$ cat config.mk
export PLATFORM = sky130hd
export DESIGN_NAME = riscv_core_mem_read_arbiter
export DESIGN_NICKNAME = d
export VERILOG_FILES = /design/src/rtl/riscv_core_mem_arb_pkg.sv /design/src/rtl/riscv_core_rr_arbiter2.sv /design/src/rtl/riscv_core_mem_read_arbiter.sv
export SDC_FILE = /design/constraint.sdc
export NUM_CORES = 1
export LEC_CHECK = 0
export CORE_AREA = 4 4 76 78
export DETAILED_ROUTE_END_ITERATION = 7
export DIE_AREA = 0 0 80 82
export GPL_TIMING_DRIVEN = 0
export PLACE_DENSITY = 0.79
export SLEW_MARGIN = 40
export SYNTH_ARGS = -nofsm -noshare
export SYNTH_HDL_FRONTEND = slang
export SYNTH_HIERARCHICAL = 1
export SYNTH_SLANG_ARGS = --single-unit
$ cat constraint.sdc
create_clock -name i_clk -period 1.5 [get_ports i_clk]
set_input_delay 0.225 -clock i_clk [delete_from_list [all_inputs] [get_ports i_clk]]
set_output_delay 0.225 -clock i_clk [all_outputs]
set_load 0.01 [all_outputs]
$ cat src/rtl/riscv_core_mem_arb_pkg.sv
// riscv_core_mem_arb_pkg: shared state and owner encodings for the memory read arbiter
package riscv_core_mem_arb_pkg;
  typedef enum logic {IDLE, BUSY} state_t;
  typedef enum logic {OWN_IC = 1'b0, OWN_DC = 1'b1} owner_t;
endpackage

$ cat src/rtl/riscv_core_rr_arbiter2.sv
// riscv_core_rr_arbiter2: two-way grant logic; round-robin pointer when RISCV_MEM_ARB_RR_EN is defined, else D-cache wins ties
module riscv_core_rr_arbiter2
  import riscv_core_mem_arb_pkg::*;
(
`ifdef RISCV_MEM_ARB_RR_EN
  input  logic   i_clk,
  input  logic   i_rst,
  input  logic   grant_en,
`endif
  input  logic   ic_req,
  input  logic   dc_req,
  output owner_t winner
);
`ifdef RISCV_MEM_ARB_RR_EN
  owner_t last_q;
  always_ff @(posedge i_clk)
    if (i_rst) last_q <= OWN_IC;
    else if (grant_en) last_q <= winner;
  // pointer resets to I-cache so the D-cache takes the first tie
  assign winner = (dc_req && (!ic_req || last_q == OWN_IC)) ? OWN_DC : OWN_IC;
`else
  assign winner = dc_req ? OWN_DC : OWN_IC;
`endif
endmodule

$ cat src/rtl/riscv_core_mem_read_arbiter.sv
// riscv_core_mem_read_arbiter: shares the AXI read channel between I-cache and D-cache refills
// RISCV_MEM_ARB_RR_EN selects round-robin tie-breaking instead of fixed D-cache priority
module riscv_core_mem_read_arbiter
  import riscv_core_mem_arb_pkg::*;
#(
  parameter int ADDR_WIDTH = 32
) (
  input  logic                  i_clk,
  input  logic                  i_rst,
  input  logic                  i_ic_read_req,
  input  logic [ADDR_WIDTH-1:0] i_ic_read_address,
  output logic                  o_ic_read_done,
  input  logic                  i_dc_read_req,
  input  logic [ADDR_WIDTH-1:0] i_dc_read_address,
  output logic                  o_dc_read_done,
  output logic                  o_mem_read_req,
  output logic [ADDR_WIDTH-1:0] o_mem_read_address,
  input  logic                  i_mem_read_done,
  output logic                  o_busy,
  output logic                  o_owner
);
  state_t state;
  owner_t owner_q;
  owner_t winner;
  logic   grant;
  logic   done;
  assign grant = state == IDLE && (i_ic_read_req || i_dc_read_req);
  riscv_core_rr_arbiter2 u_arb (
`ifdef RISCV_MEM_ARB_RR_EN
    .i_clk    (i_clk),
    .i_rst    (i_rst),
    .grant_en (grant),
`endif
    .ic_req   (i_ic_read_req),
    .dc_req   (i_dc_read_req),
    .winner   (winner)
  );
  always_ff @(posedge i_clk) begin
    if (i_rst) begin
      state              <= IDLE;
      owner_q            <= OWN_IC;
      o_mem_read_req     <= 1'b0;
      o_mem_read_address <= '0;
    end else if (state == IDLE) begin
      if (grant) begin
        state              <= BUSY;
        owner_q            <= winner;
        o_mem_read_req     <= 1'b1;
        o_mem_read_address <= winner == OWN_DC ? i_dc_read_address : i_ic_read_address;
      end
    end else if (i_mem_read_done) begin
      state          <= IDLE;
      o_mem_read_req <= 1'b0;
    end
  end
  // completion is routed combinationally to the latched owner, never the live requester
  assign done           = state == BUSY && i_mem_read_done && !i_rst;
  assign o_ic_read_done = done && owner_q == OWN_IC;
  assign o_dc_read_done = done && owner_q == OWN_DC;
  assign o_busy         = state == BUSY;
  assign o_owner        = owner_q;
endmodule
==> out/qor.yml, run 1 <==
drt_iter0_markers: 18
required_ns: 1.66
net-switching-power_uw: 671.9
cp.depth: 6
finalHoldViolCount: 0
relSlewSlack_pct: 78.54
rows: 26
post_cts_buffers: 0
setup_ws_ns: -0.003031
utilization_pct: 63.31
antenna_found_initial: 0
drcViolationCount: 0
async_flop_share_pct: 0
cts_buffer_depth: 2
ys_warn_count: 6
portBuffers: 105
hold_ws_ns: 0.4908
die_w_um: 80
cts_sinks: 35
p_total_uw: 2585
vdd_drop_max_v: 0.0004262
p_clk_share_pct: 28.8
synth_area_leaders: "dfxtp_1 36%, o32ai_2 25%, mux2i_1 17%"
num_io_pins: 106
clock_latency_ns: 0.28
synth_top_cell_by_area: "dfxtp_1"
core_um2: 5075
fin_crit_ns: 1.503
intPower_uw: 1913
swShare_pct: 25.99
detail-route-antenna-nets: 0
ys_seq_area_share_pct: 35.97
finalSetupViolCount: 1
crit_fanout: 10
fin_worst_skew_ns: 0.004161
cts_tree: "yes"
dieArea_um2: 6560
grt_usage_pct: 16.26
seqPwrFrac_pct: 40.7
min_path_cells: 2
syn_to_final_growth_pct: 64.93
drive_gt1_share_pct: 22.74
slowest_stage: "clkdlybuf4s50_1"
fin_crit_sh_pct: 100.2
leakagePower_uw: 0.001179
grt_max_degree: 11
synth-seq-cells: 35
dp.cells: 339
grt_pass1_wl_um: 8390
arrival_ns: 1.66
start_util_pct: 38.39
critPathCaptureType: "flop"
cts-root-buf: "clkbuf_8"
path_buf_inv: 4
setup_tns_ns: -0.003031
totalWireLength_um: 5322
power.density_nw_per_um2: 804.5
antennaDiodeCount: 0
synth_most_common_cell: "dfxtp_1"
reg2reg_depth: 4
synth_edf_count: 0
outcome: "complete, but fails checks"
cp-start-kind: "primary input"
syn_area_um2: 1948
path_cells: "clkdlybuf4s50_1, buf_4, buf_4, buf_4, mux2i_1, o32ai_2"
synth_cells: 164
maxCapViolations: 0
hpwl_um: 4050
rsz0062_at_grt: "true"
avgRoutedWirePerCell_um: 15.34
via_per_inst: 4.890
first_pass_iters: 4
place_congestion: 0.6800
vias: 1697
netlist_top_cells_count: "35 x dfxtp_1, 34 x nand2b_1, 33 x mux2i_1, 30 x o32ai_2, 7 x buf_2"
violations: "setup timing"
postCtsHoldBufs: 0
clk_pin_slew_ns: 0.07
grt_remaining_overflow: 0
htreeDepth: 2
crit_family: "buffers and inverters"
cp_common_cell: "buf_4"
numCtsBuffers: 5
max_freq_mhz: 665.3
syn_nets: 233
combPwrFrac_pct: 30.5
max_stage_delay_ns: 0.53
nNetsFinal: 345
yosys.area.top_type_share_pct: 35.97
worst_pin_slew_ns: 0.3219
synthFlopType: "dfxtp_1"
min_path_type: "flop to flop"
synth.avg_cell_area_um2: 11.88
grt_pass1_vias: 1834
crit_type: "primary input to flop"
slew_violations: 0
die_h_um: 82
yosysUniqueCellTypes: 17
final_cell_count_no_fill: 347
## routing by layer
layer / up-vias / routed length [um] / global-route usage, % / part of all wire (%)
li1: 835 / - / - / -
met1: 784 / 2176 / 17.95 / 41
met2: 68 / 2578 / 28.56 / 48
met3: 10 / 466 / 6.140 / 8.8
met4: 0 / 101 / 5.743 / 1.9
met5: - / 0 / 0 / 0
## layout make-up
class                   instances  area (um2)
fillers                       440        1862
multi-input cells             109        1127
repair buffers                105        1041
flip-flops and latches         35       701.9
well taps                      70       87.58
plain buffers                  20       155.1
clock buffers                   8       100.1
## placed cells by master, fill, tap and decap left out, drive strengths merged
cell type,Yosys,routed
a211oi,1,1
a21boi,1,1
buf,16,18
clkbuf,4,12
clkdlybuf4s50,0,103
dfxtp,35,35
mux2i,33,33
nand2,1,1
nand2b,34,34
nor2,1,1
nor3,2,2
nor3b,1,1
o21ba,2,2
o32ai,32,32
or2,1,1
## power by group through the flow
| stage | registers, uW | logic [uW] | clock network, uW |
|---|---|---|---|
| after floorplan | 1110 | 345 | 0 |
| after global placement | 1070 | 780 | 0 |
| after detailed placement | 1070 | 785 | 0 |
| after CTS | 1050 | 792 | 773 |
| after global routing | 1060 | 839 | 827 |
| final | 1050 | 787 | 745 |
## repair_timing
item	in CTS	in global routing
gates resized for setup	15	7
setup endpoints to repair	33	29
pin swaps	0	0
## registers in the layout, summed over array words and instances (netlist names)
| signal | count |
|---|---|
| o_mem_read_req | 1 |
| o_owner | 1 |
| o_mem_read_address | 32 |
| o_busy | 1 |
## worst paths after layout
kind | startpoint | end | slack [ns]
hold reg to reg | o_mem_read_address[15] | o_mem_read_address[15] | 0.49
hold / removal | o_mem_read_address[15] | o_mem_read_address[15] | 0.49
setup reg to reg | o_busy | o_mem_read_address[13] | 0.27
setup / recovery | i_dc_read_req | o_mem_read_address[5] | -0.003
## logic make-up (layout without fill, tap and decap cells)
group / count (synthesis) / after routing / share of synthesized area, %
AND/OR/NAND/NOR: 40 / 40 / 12.52
multiplexers: 33 / 33 / 16.96
buffers and inverters: 20 / 133 / 6.808
flip-flops: 35 / 35 / 35.97
AO/OA/AOI/OAI: 36 / 36 / 27.75
## worst register-to-register path, cell delays in order, from the launching register on
cell and delay, ns:
dfxtp_2 0.35, o21ba_2 0.22, buf_2 0.18, buf_4 0.25
o32ai_2 0.10
## stage by stage
step | setup WS, ns | cell area (um2)
6_report | -0.003031 | 3213
5_1_grt | -0.04236 | 3213
4_1_cts | -0.08001 | 3197
3_5_place_dp | -0.4385 | 3087
3_3_place_gp | -0.4073 | 3087
2_1_floorplan | 0.3319 | 1948
Power figures use the tool's default switching activity.
==> run 2: changes to the inputs <==
--- a/config.mk
+++ b/config.mk
@@ -6,11 +6,12 @@
 export NUM_CORES = 1
 export LEC_CHECK = 0
 export CORE_AREA = 4 4 76 78
+export CTS_BUF_LIST = sky130_fd_sc_hd__clkbuf_16
 export DETAILED_ROUTE_END_ITERATION = 7
 export DIE_AREA = 0 0 80 82
 export GPL_TIMING_DRIVEN = 0
 export PLACE_DENSITY = 0.79
-export SLEW_MARGIN = 40
+export SLEW_MARGIN = 20
 export SYNTH_ARGS = -nofsm -noshare
 export SYNTH_HDL_FRONTEND = slang
 export SYNTH_HIERARCHICAL = 1
==> out/qor.yml, run 2 (same netlist as run 1, synthesis figures left out) <==
via_per_inst: 4.934
path_buf_inv: 4
timing.rr.start: "o_busy"
arrival_ns: 1.60
cp_common_cell: "buf_4"
nNetsFinal: 345
power.density_nw_per_um2: 856.9
antennaDiodeCount: 0
final_cell_area_um2: 3289
avgRoutedWirePerCell_um: 15.72
portBuffers: 105
reg2reg_depth: 4
rsz0062_at_grt: "true"
layout_commonest_cell: "clkdlybuf4s50_1"
core_um2: 5075
cts_sinks: 35
grt_max_degree: 11
fin_crit_ns: 1.452
cts_tree: "yes"
vdd_drop_max_v: 0.0006063
first_pass_iters: 4
grt_pass1_vias: 1838
intPower_uw: 2103
hpwl_um: 4050
min_to: "o_mem_read_address[15]"
syn_to_final_growth_pct: 68.85
drcViolationCount: 0
place_congestion: 0.6800
cts_buffer_depth: 2
antenna_found_initial: 0
critPathCaptureType: "flop"
dieArea_um2: 6560
htreeDepth: 2
clk_pin_slew_ns: 0.05
required_ns: 1.65
crit_type: "primary input to flop"
path_cells: "clkdlybuf4s50_1, buf_4, buf_4, buf_6, mux2i_1, o32ai_2"
rows: 26
detail-route-antenna-nets: 0
r2r-end: "o_mem_read_address[17]"
largest-register: "o_mem_read_address"
relSlewSlack_pct: 77.67
worst_pin_slew_ns: 0.3350
cp-start-kind: "primary input"
leakagePower_uw: 0.001194
final_cell_mix: "103 x clkdlybuf4s50_1, 34 x nand2b_1, 34 x dfxtp_1"
slew_violations: 0
grt_pass1_wl_um: 8473
largest_reg_flops: 32
min_from: "o_mem_read_address[15]"
min_path_cells: 2
clock_latency_ns: 0.27
drt_iter0_markers: 19
seqPwrFrac_pct: 37.4
grt_usage_pct: 16.36
max_freq_mhz: 688.8
swShare_pct: 25.38
numCtsBuffers: 5
finalSetupViolCount: 0
start_util_pct: 38.39
outcome: "completed"
maxCapViolations: 0
vias: 1712
die_w_um: 80
p_clk_share_pct: 34.0
combPwrFrac_pct: 28.6
die_h_um: 82
num_io_pins: 106
totalWireLength_um: 5456
drive_gt1_share_pct: 24.55
grt_remaining_overflow: 0
placed_area_um2: 3087
fin_worst_skew_ns: 0.003827
post_cts_buffers: 0
net-switching-power_uw: 715.5
crit_fanout: 10
cts-root-buf: "clkbuf_16"
startpoint: "i_dc_read_req"
crit_family: "buffers and inverters"
p_total_uw: 2819
min_path_type: "flop to flop"
max_stage_delay_ns: 0.53
ff2ff_setup_slack_ns: 0.28
hold_ws_ns: 0.4887
slowest_stage: "clkdlybuf4s50_1"
fin_crit_sh_pct: 96.79
finalHoldViolCount: 0
## run 2: changes by cell type in the layout (fill, tap and decap cells not counted), moves of 2 or more
cell       previous run  this run
mux2i_1              31        25
mux2i_2               2         7
buf_6                 5         7
clkbuf_8              8         1
buf_4                 7         5
clkbuf_16             0         5
clkinv_1              0         2
clkbuf_1              3         1
## run 2: final cells by class
class / count / area (um2)
buffer: 20 / 163.9
clock buffer: 5 / 125.1
clock inverter: 3 / 11.26
fill: 428 / 1785
multi-input combinational: 109 / 1159
sequential: 35 / 701.9
tap: 70 / 87.58
timing repair buffer: 105 / 1041
## run 2: power groups by stage
| stage | combinational, uW | clock (uW) | sequential, uW |
|---|---|---|---|
| 2_1_floorplan | 345 | 0 | 1110 |
| 3_3_place_gp | 780 | 0 | 1070 |
| 3_5_place_dp | 785 | 0 | 1070 |
| 4_1_cts | 797 | 976 | 1050 |
| 5_1_grt | 857 | 1030 | 1070 |
| 6_report | 806 | 959 | 1050 |
## run 2: through the flow
| stage | TNS, ns | instances | util (%) | setup WS [ns] |
|---|---|---|---|---|
| detailed placement | -11.27 | 339 | 60.82 | -0.4385 |
| floorplan | 0 | 164 | - | 0.3319 |
| global placement | -11.31 | 339 | 60.82 | -0.4073 |
| CTS | 0 | 347 | 63.91 | 0.0008871 |
| finish | 0 | 347 | 64.82 | 0.04815 |
| global route | -0.1949 | 347 | 64.82 | -0.02332 |
## run 2: worst min-delay path, delay by kind of cell (launching register included)
| kind | cells | cell delay (ns) |
|---|---|---|
| AO/OA/AOI/OAI | 1 | 0.07 |
| flip-flops | 1 | 0.31 |
| AND/OR/NAND/NOR | 1 | 0.06 |
## run 2: what timing repair did
item	in CTS	in global routing
hold endpoints to repair	0	0
pin swaps	0	0
gates resized for setup	19	11
setup endpoints to repair	33	30
cloned	0	0
hold buffers	0	0
## run 2: worst max-delay path by stage
stage,end,depth (start not counted),slack (ns)
finish,o_mem_read_address[31],6,0.05
global route,o_mem_read_address[5],6,-0.02
CTS,o_mem_read_address[5],6,0.0009
detailed placement,o_dc_read_done,4,-0.44
global placement,o_dc_read_done,4,-0.41
floorplan,o_mem_read_address[0],4,0.33
## run 2: routing by layer
| metal | vias up | track usage (%) | part of all wire [%] |
|---|---|---|---|
| met1 | 803 | 18.36 | 41 |
| met2 | 64 | 29.22 | 49 |
| met4 | 0 | 4.054 | 0.86 |
| met5 | - | 0 | 0 |
| met3 | 7 | 6.140 | 8.9 |
| li1 | 838 | - | - |
==> run 3: changes to the inputs <==
--- a/config.mk
+++ b/config.mk
@@ -5,12 +5,13 @@
 export SDC_FILE = /design/constraint.sdc
 export NUM_CORES = 1
 export LEC_CHECK = 0
-export CORE_AREA = 4 4 76 78
+export CORE_AREA = 4 4 105 57
 export CTS_BUF_LIST = sky130_fd_sc_hd__clkbuf_16
 export DETAILED_ROUTE_END_ITERATION = 7
-export DIE_AREA = 0 0 80 82
+export DIE_AREA = 0 0 109 61
 export GPL_TIMING_DRIVEN = 0
-export PLACE_DENSITY = 0.79
+export PLACE_DENSITY = 0.8
+export SKIP_CTS_REPAIR_TIMING = 1
 export SLEW_MARGIN = 20
 export SYNTH_ARGS = -nofsm -noshare
 export SYNTH_HDL_FRONTEND = slang
==> out/qor.yml, run 3 (same netlist as run 1, synthesis figures left out) <==
outcome: "completed"
max_stage_delay_ns: 0.56
layout_commonest_cell: "clkdlybuf4s50_1"
grt_pass1_wl_um: 8707
die_h_um: 61
combPwrFrac_pct: 26.4
first_pass_iters: 4
met1_usage_pct: 19.60
critPathCaptureType: "flop"
top_usage_layer: "met2"
slowest_stage: "clkdlybuf4s50_1"
finalSetupViolCount: 0
vdd_drop_max_v: 0.0005200
final_cell_area_um2: 3298
hpwl_um: 4222
seqCellArea_um2: 701.9
rsz0062_at_grt: "true"
p_total_uw: 3014
clk_pin_slew_ns: 0.05
placed_area_um2: 3087
vias: 1692
path_cells: "clkdlybuf4s50_1, buf_4, buf_4, buf_6, mux2i_1, o32ai_2"
post-place-ws_ns: -0.3976
final_cell_mix: "103 x clkdlybuf4s50_1, 34 x nand2b_1, 34 x dfxtp_1"
via_per_inst: 4.876
slew_violations: 0
start_util_pct: 39.50
leakagePower_uw: 0.001216
fin_crit_ns: 1.482
dieArea_um2: 6649
cts_buffer_depth: 2
grt_max_degree: 12
core_um2: 4932
setup_tns_ns: 0
p_clk_share_pct: 38.5
cts-root-buf: "clkbuf_16"
cts_sinks: 35
nNetsFinal: 345
finalHoldViolCount: 0
drt_iter0_markers: 51
intPower_uw: 2274
max_freq_mhz: 674.9
grt_pass1_vias: 1807
num_io_pins: 106
gr-usage-met2_pct: 31.59
drcViolationCount: 0
min_path_type: "flop to flop"
htreeDepth: 2
grtUsageMet3_pct: 4.782
swShare_pct: 24.53
numCtsBuffers: 5
largest-register: "o_mem_read_address"
cts_tree: "yes"
crit_fanout: 10
grt_remaining_overflow: 0
fillers: 382
setup_ws_ns: 0.01824
antennaDiodeCount: 0
portBuffers: 105
place_congestion: 0.7004
rows: 18
fin_crit_sh_pct: 98.78
detail-route-antenna-nets: 0
cp-start-kind: "primary input"
drive_gt1_share_pct: 23.83
avgRoutedWirePerCell_um: 15.89
worst_pin_slew_ns: 0.3225
multi_input_area_um2: 1142
cp_common_cell: "buf_4"
clock_latency_ns: 0.27
required_ns: 1.65
power.density_nw_per_um2: 913.7
die_w_um: 109
crit_type: "primary input to flop"
totalWireLength_um: 5514
syn_to_final_growth_pct: 69.30
seqPwrFrac_pct: 35.1
grt_usage_pct: 16.90
maxCapViolations: 0
largest_reg_flops: 32
hold_ws_ns: 0.4915
relSlewSlack_pct: 78.50
net-switching-power_uw: 739.2
arrival_ns: 1.64
fin_worst_skew_ns: 0.001909
antenna_found_initial: 0
-- run 3: changes by cell type in the layout (fill, tap and decap cells not counted), sizes merged --
cell          previous run  this run
buf                     18        17
bufinv                   0         1
dlymetal6s2s             0         1
inv                      1         0
-- run 3: layout make-up --
type	instances	area share, %
multi-input combinational	109	34.64
timing repair buffer	105	31.79
sequential	35	21.28
buffer	20	4.666
clock buffer	5	3.794
tap	70	2.656
clock inverter	3	1.176
-- run 3: metal layers --
| metal | vias to the layer above | part of all wire [%] |
|---|---|---|
| li1 | 840 | - |
| met1 | 807 | 42 |
| met2 | 41 | 52 |
| met3 | 4 | 5.1 |
| met4 | 0 | 0.62 |
| met5 | - | 0 |
-- run 3: final timing paths --
kind / startpoint / to / slack, ns / cells after the start
min: o_mem_read_address[16] / o_mem_read_address[16] / 0.49 / 2
min reg2reg: o_mem_read_address[16] / o_mem_read_address[16] / 0.49 / 2
max: i_dc_read_req / o_mem_read_address[20] / 0.02 / 6
max reg2reg: o_busy / o_mem_read_address[1] / 0.25 / 4
-- run 3: metrics by stage --
step                std cells  utilization, %
floorplan                 164               -
global placement          339           62.58
detailed placement        339           62.58
CTS                       347           65.91
global route              347           66.87
finish                    347           66.87
-- run 3: power groups by stage --
stage,logic [uW],registers (uW),clock network (uW)
final,795,1060,1160
after global routing,847,1070,1220
after CTS,787,1060,1170
after detailed placement,782,1080,0
after global placement,772,1070,0
after floorplan,345,1110,0
-- run 3: worst max-delay path, delay by kind of cell --
kind            cells  cell delay [ns]
buf+inv             4             1.06
mux                 1             0.26
compound gates      1             0.10
